[src/rtl/axi_sram_slv.sv]
// -----------------------------------------------------------------------------
// axi_sram_slv
//   AXI4 responder serving one burst at a time from an on-chip single-port SRAM
//   (32-bit data, byte write enables, 1-cycle registered read latency).
//   Write and read address channels are arbitrated round-robin. Beat addresses
//   are generated for FIXED/INCR/WRAP bursts. A 2-entry read skid buffer keeps
//   one beat per cycle flowing while absorbing rready backpressure.
//
// Ports
//   clk, rstn                     clock, asynchronous active-low reset
//   s_aw*  / s_awready            write address channel
//   s_w*   / s_wready             write data channel
//   s_b*   / s_bready             write response channel
//   s_ar*  / s_arready            read address channel
//   s_r*   / s_rready             read data channel
//   mem_cs, mem_we, mem_addr,     SRAM port (mem_we = 0 means read; mem_rdata
//   mem_wdata, mem_rdata          is valid the cycle after a read mem_cs)
// -----------------------------------------------------------------------------
module axi_sram_slv #(
  parameter int ID_WIDTH = 6,
  parameter int MEM_AW   = 15
) (
  input  logic                clk,
  input  logic                rstn,
  // write address
  input  logic [ID_WIDTH-1:0] s_awid,
  input  logic [31:0]         s_awaddr,
  input  logic [7:0]          s_awlen,
  input  logic [2:0]          s_awsize,
  input  logic [1:0]          s_awburst,
  input  logic                s_awvalid,
  output logic                s_awready,
  // write data
  input  logic [31:0]         s_wdata,
  input  logic [3:0]          s_wstrb,
  input  logic                s_wlast,
  input  logic                s_wvalid,
  output logic                s_wready,
  // write response
  output logic [ID_WIDTH-1:0] s_bid,
  output logic [1:0]          s_bresp,
  output logic                s_bvalid,
  input  logic                s_bready,
  // read address
  input  logic [ID_WIDTH-1:0] s_arid,
  input  logic [31:0]         s_araddr,
  input  logic [7:0]          s_arlen,
  input  logic [2:0]          s_arsize,
  input  logic [1:0]          s_arburst,
  input  logic                s_arvalid,
  output logic                s_arready,
  // read data
  output logic [ID_WIDTH-1:0] s_rid,
  output logic [31:0]         s_rdata,
  output logic [1:0]          s_rresp,
  output logic                s_rlast,
  output logic                s_rvalid,
  input  logic                s_rready,
  // SRAM port
  output logic                mem_cs,
  output logic [3:0]          mem_we,
  output logic [MEM_AW-1:0]   mem_addr,
  output logic [31:0]         mem_wdata,
  input  logic [31:0]         mem_rdata
);

  typedef enum logic [1:0] {IDLE, WDATA, WRESP, RDATA} state_t;

  localparam logic [1:0] RESP_OKAY   = 2'b00;
  localparam logic [1:0] RESP_SLVERR = 2'b10;

  state_t                state_reg, state_next;
  logic                  prio_w_reg;
  logic [ID_WIDTH-1:0]   id_reg;
  logic [31:0]           addr_reg;
  logic [7:0]            len_reg;
  logic [2:0]            size_reg;
  logic [1:0]            burst_reg;
  logic                  err_reg;
  // Beats issued (reads) or accepted (writes); 9 bits so "all issued" = len+1.
  logic [8:0]            beat_reg;
  // Beats handed to the master on R; drives rlast.
  logic [7:0]            rcnt_reg;
  // A read was issued last cycle, so mem_rdata carries a beat this cycle.
  logic                  inflight_reg;
  logic [31:0]           skid_reg [2];
  logic                  rd_ptr_reg, wr_ptr_reg;
  logic [1:0]            count_reg;

  logic                  aw_grant, ar_grant;
  logic                  w_fire, w_last_beat;
  logic                  rd_issue;
  logic                  pop, pop_buf, push;
  logic [2:0]            occupancy;
  logic [31:0]           addr_next;

  // Next beat address. Sizes above 4 bytes are clamped to the 32-bit bus.
  // The reserved burst encoding walks like INCR (its error is flagged elsewhere).
  function automatic logic [31:0] beat_addr_next(
    input logic [31:0] addr,
    input logic [7:0]  len,
    input logic [2:0]  size,
    input logic [1:0]  burst
  );
    logic [1:0]  lg;
    logic [31:0] bytes;
    logic [31:0] mask;
    lg    = (size > 3'd2) ? 2'd2 : size[1:0];
    bytes = 32'd1 << lg;
    mask  = ((32'(len) + 32'd1) << lg) - 32'd1;
    case (burst)
      2'b00:   beat_addr_next = addr;
      2'b10:   beat_addr_next = (addr & ~mask) | ((addr + bytes) & mask);
      default: beat_addr_next = (addr & ~(bytes - 32'd1)) + bytes;
    endcase
  endfunction

  assign addr_next   = beat_addr_next(addr_reg, len_reg, size_reg, burst_reg);

  // When both address channels are valid, prio_w picks the winner; a lone
  // valid channel always wins.
  assign aw_grant    = (state_reg == IDLE) & s_awvalid & (~s_arvalid | prio_w_reg);
  assign ar_grant    = (state_reg == IDLE) & s_arvalid & (~s_awvalid | ~prio_w_reg);

  assign w_fire      = (state_reg == WDATA) & s_wvalid;
  assign w_last_beat = (beat_reg[7:0] == len_reg);

  // Read path: the beat arriving on mem_rdata counts as occupied space, and
  // is presented directly on R when the buffer is empty so the first beat
  // appears one cycle after the SRAM read.
  assign occupancy   = {1'b0, count_reg} + {2'b00, inflight_reg};
  assign s_rvalid    = (count_reg != 2'd0) | inflight_reg;
  assign s_rdata     = (count_reg != 2'd0) ? skid_reg[rd_ptr_reg] :
                       (inflight_reg ? mem_rdata : 32'd0);
  assign s_rlast     = s_rvalid & (rcnt_reg == len_reg);
  assign pop         = s_rvalid & s_rready;
  assign pop_buf     = pop & (count_reg != 2'd0);
  // Arriving beat bypasses the buffer only if it is consumed immediately.
  assign push        = inflight_reg & ~((count_reg == 2'd0) & pop);

  assign s_rid       = id_reg;
  assign s_bid       = id_reg;
  assign s_rresp     = err_reg ? RESP_SLVERR : RESP_OKAY;
  assign s_bresp     = err_reg ? RESP_SLVERR : RESP_OKAY;
  assign mem_addr    = addr_reg[MEM_AW+1:2];

  always_comb begin
    state_next = state_reg;
    s_awready  = 1'b0;
    s_arready  = 1'b0;
    s_wready   = 1'b0;
    s_bvalid   = 1'b0;
    mem_cs     = 1'b0;
    mem_we     = 4'd0;
    mem_wdata  = 32'd0;
    rd_issue   = 1'b0;
    case (state_reg)
      IDLE: begin
        s_awready = aw_grant;
        s_arready = ar_grant;
        if (aw_grant) begin
          state_next = WDATA;
        end else if (ar_grant) begin
          state_next = RDATA;
        end
      end
      WDATA: begin
        s_wready = 1'b1;
        if (s_wvalid) begin
          mem_cs    = 1'b1;
          mem_we    = err_reg ? 4'd0 : s_wstrb;
          mem_wdata = s_wdata;
          if (w_last_beat) begin
            state_next = WRESP;
          end
        end
      end
      WRESP: begin
        s_bvalid = 1'b1;
        if (s_bready) begin
          state_next = IDLE;
        end
      end
      RDATA: begin
        if ((beat_reg <= {1'b0, len_reg}) && (occupancy < 3'd2)) begin
          rd_issue = 1'b1;
          mem_cs   = 1'b1;
        end
        if (pop && s_rlast) begin
          state_next = IDLE;
        end
      end
      default: state_next = IDLE;
    endcase
  end

  always_ff @(posedge clk or negedge rstn) begin
    if (!rstn) begin
      state_reg    <= IDLE;
      prio_w_reg   <= 1'b1;
      id_reg       <= '0;
      addr_reg     <= 32'd0;
      len_reg      <= 8'd0;
      size_reg     <= 3'd0;
      burst_reg    <= 2'd0;
      err_reg      <= 1'b0;
      beat_reg     <= 9'd0;
      rcnt_reg     <= 8'd0;
      inflight_reg <= 1'b0;
      rd_ptr_reg   <= 1'b0;
      wr_ptr_reg   <= 1'b0;
      count_reg    <= 2'd0;
    end else begin
      state_reg    <= state_next;
      inflight_reg <= rd_issue;
      if (aw_grant) begin
        id_reg     <= s_awid;
        addr_reg   <= s_awaddr;
        len_reg    <= s_awlen;
        size_reg   <= s_awsize;
        burst_reg  <= s_awburst;
        err_reg    <= (s_awburst == 2'b11);
        beat_reg   <= 9'd0;
        rcnt_reg   <= 8'd0;
        prio_w_reg <= 1'b0;
      end else if (ar_grant) begin
        id_reg     <= s_arid;
        addr_reg   <= s_araddr;
        len_reg    <= s_arlen;
        size_reg   <= s_arsize;
        burst_reg  <= s_arburst;
        err_reg    <= (s_arburst == 2'b11);
        beat_reg   <= 9'd0;
        rcnt_reg   <= 8'd0;
        prio_w_reg <= 1'b1;
      end
      if (w_fire || rd_issue) begin
        addr_reg <= addr_next;
        beat_reg <= beat_reg + 9'd1;
      end
      // The beat counter decides the burst end; wlast is only cross-checked.
      if (w_fire && (s_wlast != w_last_beat)) begin
        err_reg <= 1'b1;
      end
      if (pop) begin
        rcnt_reg <= rcnt_reg + 8'd1;
      end
      if (push) begin
        wr_ptr_reg <= ~wr_ptr_reg;
      end
      if (pop_buf) begin
        rd_ptr_reg <= ~rd_ptr_reg;
      end
      count_reg <= count_reg + {1'b0, push} - {1'b0, pop_buf};
    end
  end

  always_ff @(posedge clk or negedge rstn) begin
    if (!rstn) begin
      for (int i = 0; i < 2; i++) begin
        skid_reg[i] <= 32'd0;
      end
    end else if (push) begin
      skid_reg[wr_ptr_reg] <= mem_rdata;
    end
  end

endmodule

[config.mk]
export PLATFORM = sky130hd
export DESIGN_NAME = axi_sram_slv
export DESIGN_NICKNAME = d
export VERILOG_FILES = /design/src/rtl/axi_sram_slv.sv
export SDC_FILE = /design/constraint.sdc
export NUM_CORES = 1
export LEC_CHECK = 0
export ABC_CLOCK_PERIOD_IN_PS = 4800
export BUFFER_PORTS_ARGS = -buffer_cell sky130_fd_sc_hd__buf_4
export CAP_MARGIN = 10
export CORE_MARGIN = 2
export CORE_UTILIZATION = 31
export DETAILED_ROUTE_END_ITERATION = 16
export PLACE_DENSITY = 0.58
export SYNTH_ARGS = -nofsm -noshare
export SYNTH_HDL_FRONTEND = slang
export SYNTH_SLANG_ARGS = --single-unit
[constraint.sdc]
create_clock -name clk -period 4.8 [get_ports clk]
set_input_delay 1.44 -clock clk [delete_from_list [all_inputs] [get_ports clk]]
set_output_delay 1.44 -clock clk [all_outputs]
set_load 0.01 [all_outputs]
# Word-level counts from Yosys, hierarchy flattened
# Cells that the tools add are included.
word_totals:
  in_bits: 178
  latch_bits: 0
  n_memories: 0
  out_inout_bits: 106
  word_cells: 144
  register_bits: 141
  ram_bits: 0
  romBits: 0
op_classes:
  bitwise_logic: 27
  n_addsub: 10
  eq_ne: 15
  div: 0
  mux: 53
  multipliers: 0
  magnitude_cmp: 6
  reduce_logical: 15
  shifts: 2
ops:
  columns: ["op", "n"]
  rows:
  - ["$mux W32", 11]
  - ["$and A32 B32 Y32", 3]
  - ["$add A32 B32 Y32", 2]
  - ["$bwmux W64", 1]
  - ["$not A32 Y32", 2]
  - ["$pmux W32 S2", 1]
  - ["$sub A32 B1 Y32 const B", 2]
  - ["$mux W8", 5]
  - ["$demux W32 S1", 1]
  - ["$or A32 B32 Y32", 1]
  - ["$shl A1 B2 Y32 const A", 1]
  - ["$shl A9 B2 Y32", 1]
  - ["$mux W9", 3]
  - ["$mux W2", 10]
  - ["$eq A8 B8 Y1", 2]
  - ["$mux W1", 12]
  - ["$mux W4", 3]
  - ["$mux W6", 2]
  - ["$and A1 B1 Y1", 10]
  - ["$eq A2 B2 Y1 const B", 5]
  - ["$ne A2 B2 Y1 const B", 5]
  - ["$add A8 B1 Y9 const B", 1]
  - ["$add A9 B1 Y9 const B", 1]
  - ["$le A9 B8 Y1", 1]
  - ["other kinds (24)", 42]

# Longest topological paths before layout
logic_depth:
  word_depth: 9
  ltp_mapped: 15
  depth_no_buf: 12

# Least setup slack after synthesis
# OpenSTA, ideal clock, no wires.
synth_timing:
  path_type: "input to output"
  from: "input s_wvalid"
  to: "output mem_cs"
  path_buffers: 2
  t_required_ps: 3360
  arrival_ps: 2366
  stages: 6
  path_slack_ps: 994
  path_cell_list: "nand2_2 o311ai_1 nand2_1 inv_1 buf_2 buf_2"
synth_between:
  elab_chain_cells: 2
synth_rtl:
  columns: ["element", "line_no", "source"]
  rows:
  - ["start: declaration", "37", "input logic s_wvalid,"]
  - ["$mux W1", "169", "if (s_wvalid) begin"]
  - ["$pmux W1 S2", "157", "case (state_reg)"]
  - ["end: declaration", "60", "output logic mem_cs,"]
# No other way between the ends.

# Final worst setup path
layout_timing:
  from: "register len_reg[4]"
  to: "output mem_cs"
layout_between:
  elab_chain_cells: 4
layout_rtl:
  columns: ["element", "line_no", "source"]
  rows:
  - ["start: declaration", "76", "logic [7:0] len_reg;"]
  - ["start signal: assignment", "219", "len_reg <= s_awlen;"]
  - ["start signal: assignment", "229", "len_reg <= s_arlen;"]
  - ["$le A9 B8 Y1", "185", "if ((beat_reg <= {1'b0, len_reg}) && (occupancy < 3'd2)) begin"]
  - ["$logic_and A1 B1 Y1", "185", null]
  - ["$mux W1", "185", null]
  - ["$pmux W1 S2", "157", null]
# No other way between the ends.

==> results.toml <==
[critical_path]
endpoint_kind = "output port"
worstPathMaxFanout = 13
rrSetupSlack_ps = 1050
rr_worst_depth = 11
critical_path_class = "flip-flop to output port"
critPathLaunchType = "flip-flop"
r2r_start = "size_reg[1]"
critical_path_required_ps = 3360
arrival_ps = 2670

[timing]
slew_headroom = 0.313
min_period_over_period = 0.857
fin_crit_ps = 4110
drv_slew = 0
skew_ps = 15.2
rsz0062_at_grt = "no"
finalHoldViolations = 0
tns_ps = 0
setup_viol = 0
setup_ws_ps = 688
max_freq_ghz = 0.243
tightest_slew_ps = 1030

[clock_tree]
holdBufCountCts = 0
cts_htree_levels = 4
clock_sinks = 126
clk_pin_slew_ps = 70
ctsResizeCount = 0
cts_tree = "built"
root_buffer = "clkbuf_16"
insertion_delay_ps = 430
post_cts_buffers = 0
ctsLongestPathBuffers = 2
cts_buffers = 17

[placed_design]
place_hpwl_um = 19100
io_buffers = 251
gp_congestion = 0.867
dp_slack_ps = 869

[final_layout]
nets = 1415
area_growth_pct = 29.8
nFillCells = 2789
antenna_cells = 0
drive_gt1_frac = 0.320

[floorplanning]
die_x_um = 173
ios = 284
die_h_um = 173
placementRows = 61
fp.coreArea_mm2 = 0.0280
start_util = 0.317
die_area_mm2 = 0.0300

[power_and_ir_drop]
p_comb_frac = 0.564
swShare = 0.452
power_frac_seq = 0.268
powerDensity_mw_per_mm2 = 695
p_clk_frac = 0.169
intPower_mw = 4.39
ir_worst_vdd_v = 0.000300
p_leak_nw = 5.27
p_sw_mw = 3.62

[synthesis]
yosysSeqAreaShare = 0.355
synthFlopType = "dfrtp_1"
postSynthAreaPerCell_um2 = 8.66
synth_async_sr_flop_share = 1.00
synth_top_area_cell = "dfrtp_1"
synth_edf_count = 0
synth_seq_cells = 126
syn_inst = 1025
synthesis.area_mm2 = 0.00888
synth_cell_type_count = 80
ys_warn_count = 0
synth_top_cell_area_share = 0.352
synth.area.top_cells = "dfrtp_1, mux2_2, nand2_1"

[global_routing]
track_usage = 0.179
grt_max_degree = 89
grt_pass1_vias = 8125
grt_pass1_wl_um = 43500
antenna_found_initial = 0
overflow = 0

[worst_hold_path]
min_path_type = "flip-flop to flip-flop"
worstHoldStart = "prio_w_reg"
min_to = "prio_w_reg"
whs_path_depth = 2

[drt]
wire_per_inst_um = 16.7
drt_pass1_iterations = 5
drt-vias-per-instance = 5.21
vias = 8379
drt_iter0_markers = 610
wirelength_um = 26800
drcViolationCount = 0
drtAntennaViolNets = 0

[run_status]
outcome = "finished, final reports clean"

[run]
maxCapViolCount = 0
## layer usage
metal	routed length, um	part of all wire	global-route usage
met1	11800	0.44	0.229
met4	375	0.014	0.0512
met3	1740	0.065	0.0386
met2	12900	0.48	0.304
met5	0	0	0
## cell usage after synthesis, drive strengths merged, types with 3 or more instances
library cell	instances
a211oi	8
a21o	5
a21oi	30
a311oi	3
a31oi	33
a32o	3
a32oi	3
and2	7
and3	40
and4	3
buf	50
clkbuf	50
dfrtp	125
ha	19
inv	25
mux2	68
mux2i	38
nand2	138
nand2b	7
nand3	78
nand4	9
nor2	53
nor2b	5
nor3	15
nor3b	6
nor4	5
o211ai	7
o21a	3
o21ai	86
o221ai	6
o22ai	3
o311ai	5
o31a	3
o31ai	6
or2	5
or3	3
xnor2	20
xor2	20
## final cells by class
cell class	count	area, um^2	area share
Multi-Input combinational cell	776	5150	0.447
Tap cell	378	473	0.0410
Timing Repair Buffer	271	2040	0.177
Clock buffer	17	425	0.0369
Sequential cell	126	3160	0.274
Clock inverter	15	190	0.0165
Inverter	25	93.8	0.00814
## metrics by stage
step | total power, mW | hold WS, ps | std cells | instance area, um^2 | utilization
after floorplan | 5.19 | 442 | 1027 | 8880 | -
after global routing | 8.67 | 513 | 1608 | 11500 | 0.411
after detailed placement | 6.67 | 459 | 1576 | 10900 | 0.389
after global placement | 6.59 | 450 | 1576 | 10900 | 0.389
final | 8.01 | 467 | 1608 | 11500 | 0.411
after CTS | 8.06 | 471 | 1608 | 11500 | 0.411
## critical path: stages, from the launching register on
cell and delay [ps]:
dfrtp_1 660, inv_1 150, ha_1 350, nand4_1 160, o21ai_0 130, o311ai_1 410
nand2_1 120, inv_1 130, buf_4 140
## how the worst max path moves through the flow
stage	startpoint	endpoint	slack [ps]
floorplan	s_wvalid	mem_cs	990
finish	len_reg[4]	mem_cs	690
global placement	s_wvalid	mem_cs	870
detailed placement	s_wvalid	mem_cs	870
global route	len_reg[4]	mem_cs	460
CTS	len_reg[4]	mem_cs	660
## cell families after synthesis
kind of cell / Yosys count / share of synthesized area
simple gates: 379 / 0.207
compound gates: 227 / 0.166
flops: 126 / 0.355
buf+inv: 125 / 0.0686
mux: 106 / 0.129
xor+xnor: 40 / 0.0433
fa+ha+maj: 21 / 0.0302
other cells: 1 / 0.000422
## power groups by stage
stage | Clock [mW] | Sequential (mW) | Combinational (mW)
4_1_cts | 1.39 | 2.14 | 4.53
6_report | 1.35 | 2.14 | 4.51
3_3_place_gp | 0 | 2.14 | 4.45
5_1_grt | 1.44 | 2.23 | 5.00
2_1_floorplan | 0 | 1.88 | 3.31
3_5_place_dp | 0 | 2.16 | 4.51
## cells in the final DEF (no fill, tap or decap), types with 4 or more instances in the layout
cell type and count:
nor3_1 15, xnor2_1 19, inv_1 25, ha_1 19, xor2_1 18, a211oi_1 6
o21ai_0 85, nand4_1 9, o211ai_1 7, o221ai_1 5, a21oi_1 29, and3_1 40
and2_1 7, nor2b_1 4, mux2_2 68, nor3b_1 6, nor4_1 4, clkbuf_16 17
inv_8 6, nand3_1 75, buf_4 270, dfrtp_1 124, a21o_1 5, nor2_1 51
mux2i_1 38, nand2b_1 7, a31oi_1 32, nand2_1 136, o31ai_1 6
Power figures use the tool's default switching activity.
